### src/rtl/pipeline_2.sv
// ============================================================================
// pipeline_2
// ----------------------------------------------------------------------------
// Two-stage registered datapath leaf. The four operand bits are captured in an
// input register stage, two fixed Boolean functions are evaluated from those
// flops, and the results are held in an output register stage. X and Y come
// straight from flops, so they are glitch-free and never depend
// combinationally on the inputs.
//
// The block has no handshake: there is no valid/ready pair and no stall. A new
// operand vector is accepted on every rising edge. The result for that vector
// appears one edge later, so it passes two register stages.
//
// Ports
//   clk    in   rising-edge clock for all flops
//   reset  in   asynchronous, active-high; clears all six flops at once
//   A..D   in   operand bits
//   X      out  registered (A & B) ^ (C | D)
//   Y      out  registered ~((A | B) & (C ^ D))
// ============================================================================
module pipeline_2 (
    input  logic clk,
    input  logic reset,
    input  logic A,
    input  logic B,
    input  logic C,
    input  logic D,
    output logic X,
    output logic Y
);

    // Stage 1: input register
    logic s1_a_q, s1_b_q, s1_c_q, s1_d_q;
    // Stage 2: output register
    logic x_q, y_q;
    logic x_d, y_d;

    // Both functions read only the stage-1 flops, never the raw inputs.
    always_comb begin
        x_d = (s1_a_q & s1_b_q) ^ (s1_c_q | s1_d_q);
        y_d = ~((s1_a_q | s1_b_q) & (s1_c_q ^ s1_d_q));
    end

    // Reset clears every flop, including stage 2. Y therefore reads 0 while
    // reset is held, even though f(0000) gives Y=1. The value f(0000) only
    // appears after the first edge that follows the release of reset.
    always_ff @(posedge clk or posedge reset) begin
        if (reset) begin
            s1_a_q <= 1'b0;
            s1_b_q <= 1'b0;
            s1_c_q <= 1'b0;
            s1_d_q <= 1'b0;
            x_q    <= 1'b0;
            y_q    <= 1'b0;
        end else begin
            s1_a_q <= A;
            s1_b_q <= B;
            s1_c_q <= C;
            s1_d_q <= D;
            x_q    <= x_d;
            y_q    <= y_d;
        end
    end

    assign X = x_q;
    assign Y = y_q;

endmodule

### config.mk
export PLATFORM = sky130hd
export DESIGN_NAME = pipeline_2
export DESIGN_NICKNAME = d
export VERILOG_FILES = /design/src/rtl/pipeline_2.sv
export SDC_FILE = /design/constraint.sdc
export NUM_CORES = 1
export LEC_CHECK = 0
export BUFFER_PORTS_ARGS = -buffer_cell sky130_fd_sc_hd__clkbuf_2
export CAP_MARGIN = 20
export CORE_AREA = 5 5 42 44
export CTS_BUF_LIST = sky130_fd_sc_hd__clkbuf_4 sky130_fd_sc_hd__clkbuf_8 sky130_fd_sc_hd__clkbuf_16
export DETAILED_ROUTE_END_ITERATION = 8
export DIE_AREA = 0 0 47 49
export PLACE_DENSITY = 0.42
export SYNTH_ARGS = -nofsm -noshare
export SYNTH_HDL_FRONTEND = slang
export SYNTH_SLANG_ARGS = --single-unit
### constraint.sdc
create_clock -name clk -period 1.3 [get_ports clk]
set_input_delay 0 -clock clk [delete_from_list [all_inputs] [get_ports clk]]
set_output_delay 0 -clock clk [all_outputs]
set_load 0.02 [all_outputs]
Yosys cells after proc, flatten, opt, wreduce, memory -nomap -nowiden
Index checks and enable logic that the tools add are counted.

operators by class
  bitwise operators = 7

operators by type and width
  kind           count
  $and A1 B1 Y1  2
  $or A1 B1 Y1   2
  $xor A1 B1 Y1  2
  $not A1 Y1     1

storage, ports and cells
  bits in registers = 6
  input port bits = 6
  output and inout bits = 2
  word-level logic and storage cells = 13

Depth between registers and ports, before layout
  depth in word-level cells = 3
  gate-level depth with buffers = 3
  gate-level depth less buffers = 3

Worst setup path after synthesis
No wires, ideal clock.

  kind = reg-to-reg
  start point = register s1_c_q
  end point = register x_q, in the netlist X
  library setup time = 0.121 ns
  arrival = 0.667 ns
  data required time = 1.179 ns
  path slack = 0.511 ns
  cell stages (with the launch flop) = 4
  buffers on the path = 0
  period minus slack after synthesis = 0.789 ns
  cells stage by stage = dfrtp_1 inv_1 ha_1 xor2_1

on the way
  cells in the longest elaborated chain, start to end = 2

ends and longest elaborated chain
  item                    line  source
  start, declared         33    logic s1_a_q, s1_b_q, s1_c_q, s1_d_q;
  start signal, assigned  51    s1_c_q <= 1'b0;
  start signal, assigned  58    s1_c_q <= C;
  $or A1 B1 Y1            40    x_d = (s1_a_q & s1_b_q) ^ (s1_c_q | s1_d_q);
  $xor A1 B1 Y1           40
  net x_d                 36    logic x_d, y_d;
  end signal, assigned    53    x_q <= 1'b0;
  end signal, assigned    60    x_q <= x_d;
  end, declared           35    logic x_q, y_q;

The timed path passes the listed nets, and every way through them passes these cells.

Worst setup path in the final report
Ends and elaborated chain as after synthesis.

==> results.txt <==
- Per report_power, the combinational group accounts for a little over a tenth of the total.
* Via count of the first global-routing pass: ~160
- Residual DRC count: 0
- Synth-to-Final Area Change: 66.7%
- Via-to-Cell Ratio: about 3.3
- The worst setup path is captured at a flip-flop.
* Post-Synthesis Cells: 13
* Most common cell after layout, fill and taps aside: clkbuf_2
- VDD sags by at most approximately 410 uV.
* Row Count: 14
* Switching portion of total power: 21.6%
- Post-synthesis cell type count: 6
- Total length of routed wires: 339 um
- After layout, the worst setup slack is a little under 0.5 ns.
* TritonCTS clock tree: yes
* Number of antenna violations at the first check in global routing: 0
* Register bit total from synthesis: 6
* Part of the cycle the worst path needs: between 60% and 70%
* Data required time at the worst endpoint: between 1 and 1.5 ns
- Filler cell count in the final layout: 159
- The endpoint identified for the worst register-to-register timing path is X$_DFF_PP0_.
- Power consumption: about 0.00042 W
- Clock net sink count: 6
* I/O pin count: 8
- Timing-limited maximum frequency: 1220 MHz
- Port-buffer cells: 7
- Maximum Capacitance Violations: 0
- Max_slew headroom: between 80% and 90%
- Per report_power, the clock group accounts for roughly 40% of the total.
- Measured in cells, the most critical reg-to-reg path has a length of 3.
- In the final routed layout, each cell accounts on average for 7.70 um.
- Largest net degree at the start of global routing: 7
- Highest-count cells in the layout ignoring fill and taps: clkbuf_2, dfrtp_1, dlygate4sd3_1, inv_1, clkbuf_4
- The worst register-to-register path begins at s1_c_q$_DFF_PP0_.
* Sequential cell area fraction in the yosys report: 78.4%
* Average instance area after synthesis: ~15 um^2
- In this run the horizontal extent of the chip is roughly 47 um.
- Internal portion of total power: approximately 0.00033 W
- Non-Filler Cell Area, Final: between 300 and 400 um^2
- Of all nets on the critical path, the largest fanout is 1.
* Final hold slack: between 0.2 and 0.25 ns
* Layout cells sized above 1: 35.7%
- Startpoint types: flip-flop
- Once the floorplan was initialized, standard cells occupied between 10% and 20% of the core.
- DRT iter0 DRCs: 4
* Period minus WS final: approximately 0.82 ns
- Total gr overflow: 0
- Core Area: ~1400 um^2
- The congestion estimate from routability-driven global placement came to between 0.6 and 0.7.
- The repair_antennas step left the layout with diodes totalling 0.
- Counting the buffers created by CTS gives 3.
- Arrival time at the worst endpoint: between 0.9 and 1 ns
* Syn. warnings: 0
- H-tree levels: 1
- After synthesis the cells add up to around 190 um^2.
- The number of nets in the synthesized netlist is 20.
- The tightest min-delay check is of the input port to asynchronous set/reset pin type.
* Detailed Place HPWL: between 200 and 300 um
* Switching power: 0.0000904 W
* Sequential Power Share: slightly below 50%
- The clock passes through at most 2 buffers.
- The first global-routing pass estimated between 600 and 700 um of wire.
- Dpl ws: 0.476 ns
* Count of final hold-check violations: 0
- Worst Path Class, Setup: flip-flop to flip-flop
* First-pass iteration count of the detailed router: 5
* Chip Height: between 40 and 50 um
* Result of the run: finished, final reports clean
* Cell at the root of the clock tree: clkbuf_4
- The final route contains 143 vias.
* Worst skew pair latency: roughly 0.24 ns
- The worst register-to-register path has a setup slack of about 0.48 ns.
* Number of nets in the layout: 37
* Power density of the placed cells: approximately 1300 nW/um^2
- After routing, the total negative slack on setup checks comes to 0 ns.
* Total count of max-transition violations in the final report: 0
- Across every metal layer, demand over resource in global routing totals 4.26%.
* Unrepaired setup endpoints after global routing: no
* Antenna viol nets, final: 0
* Total cell area at the placement stage: roughly 250 um^2
* Worst-Margin Slew: ~0.23 ns
* Pleak: roughly 0.16 nW
- Clk_skew: 0.00178 ns
* Final count of negative-setup-slack endpoints: 0
* Die Footprint: about 2300 um^2
- Clock-pin transition on the worst setup and hold timing paths: 0.05 ns
- Once the clock tree was built, the resizer swapped 0 gates to a different size.
==> state kept, by name (all words and copies together), names as in the netlist <==
name and cells:
s1_a_q 1, s1_b_q 1, s1_c_q 1, Y 1
s1_d_q 1, X 1
==> synth_stat cells (all sizes together) <==
master | count | share of area (%)
ha | 1 | 6.5
o21ai | 1 | 2.6
xor2 | 1 | 4.6
dfrtp | 6 | 78
inv | 3 | 5.9
nand2 | 1 | 2.0
==> metal layers <==
metal | track usage (%) | vias up | wire length [um]
met5 | 0 | - | 0
met4 | 4.15 | 0 | 0
met3 | 3.32 | 0 | 54
met2 | 4.75 | 8 | 144
met1 | 4.72 | 66 | 139
li1 | - | 69 | -
==> cell type report <==
type,instances,area (um^2),share of cell area [%]
clock buffers,3,22.5,7.06
inverters,3,11.3,3.53
flip-flops and latches,6,150,47.1
multi-input cells,4,30.0,9.41
well taps,16,20.0,6.27
repair buffers,12,85.1,26.7
==> metrics by stage <==
step                      util [%]  instances
final                         22.8         44
after global routing          22.8         44
after CTS                     22.8         44
after detailed placement      17.6         36
after global placement        17.6         36
after floorplan                  -         13
==> power by group through the flow <==
| stage | sequential (W) | combinational, W | clock (W) |
|---|---|---|---|
| 2_1_floorplan | 0.000214 | 0.00000989 | 0 |
| 3_3_place_gp | 0.000206 | 0.0000326 | 0 |
| 3_5_place_dp | 0.000207 | 0.0000343 | 0 |
| 4_1_cts | 0.000204 | 0.0000458 | 0.000176 |
| 5_1_grt | 0.000205 | 0.0000512 | 0.000187 |
| 6_report | 0.000204 | 0.0000452 | 0.000169 |
==> critical path, stage by stage (launching register included) <==
cell	delay, ns
dfrtp_1	0.32
inv_1	0.04
ha_1	0.19
xor2_1	0.15
==> worst max-delay path by stage <==
stage,cells past startpoint,slack [ns],to,start
floorplan,3,0.51,X$_DFF_PP0_,s1_c_q$_DFF_PP0_
global placement,3,0.51,X$_DFF_PP0_,s1_c_q$_DFF_PP0_
detailed placement,3,0.48,X$_DFF_PP0_,s1_c_q$_DFF_PP0_
CTS,3,0.47,X$_DFF_PP0_,s1_c_q$_DFF_PP0_
global route,3,0.43,Y$_DFF_PP0_,s1_c_q$_DFF_PP0_
finish,3,0.48,X$_DFF_PP0_,s1_c_q$_DFF_PP0_
==> what timing repair did <==
action	CTS	global route
endpoints found under the hold margin	10	0
buffers inserted	0	0
hold buffers	5	0
==> logic make-up (layout without fill, tap and decap cells) <==
group           count (synthesis)  in the layout  share of synthesized area (%)
fa+ha+maj                       1              1                           6.53
flops                           6              6                           78.4
buf+inv                         3             18                           5.88
xor+xnor                        1              1                           4.58
compound gates                  1              1                           2.61
simple gates                    1              1                           1.96
Note: power is estimated with default switching activity, not from simulation.
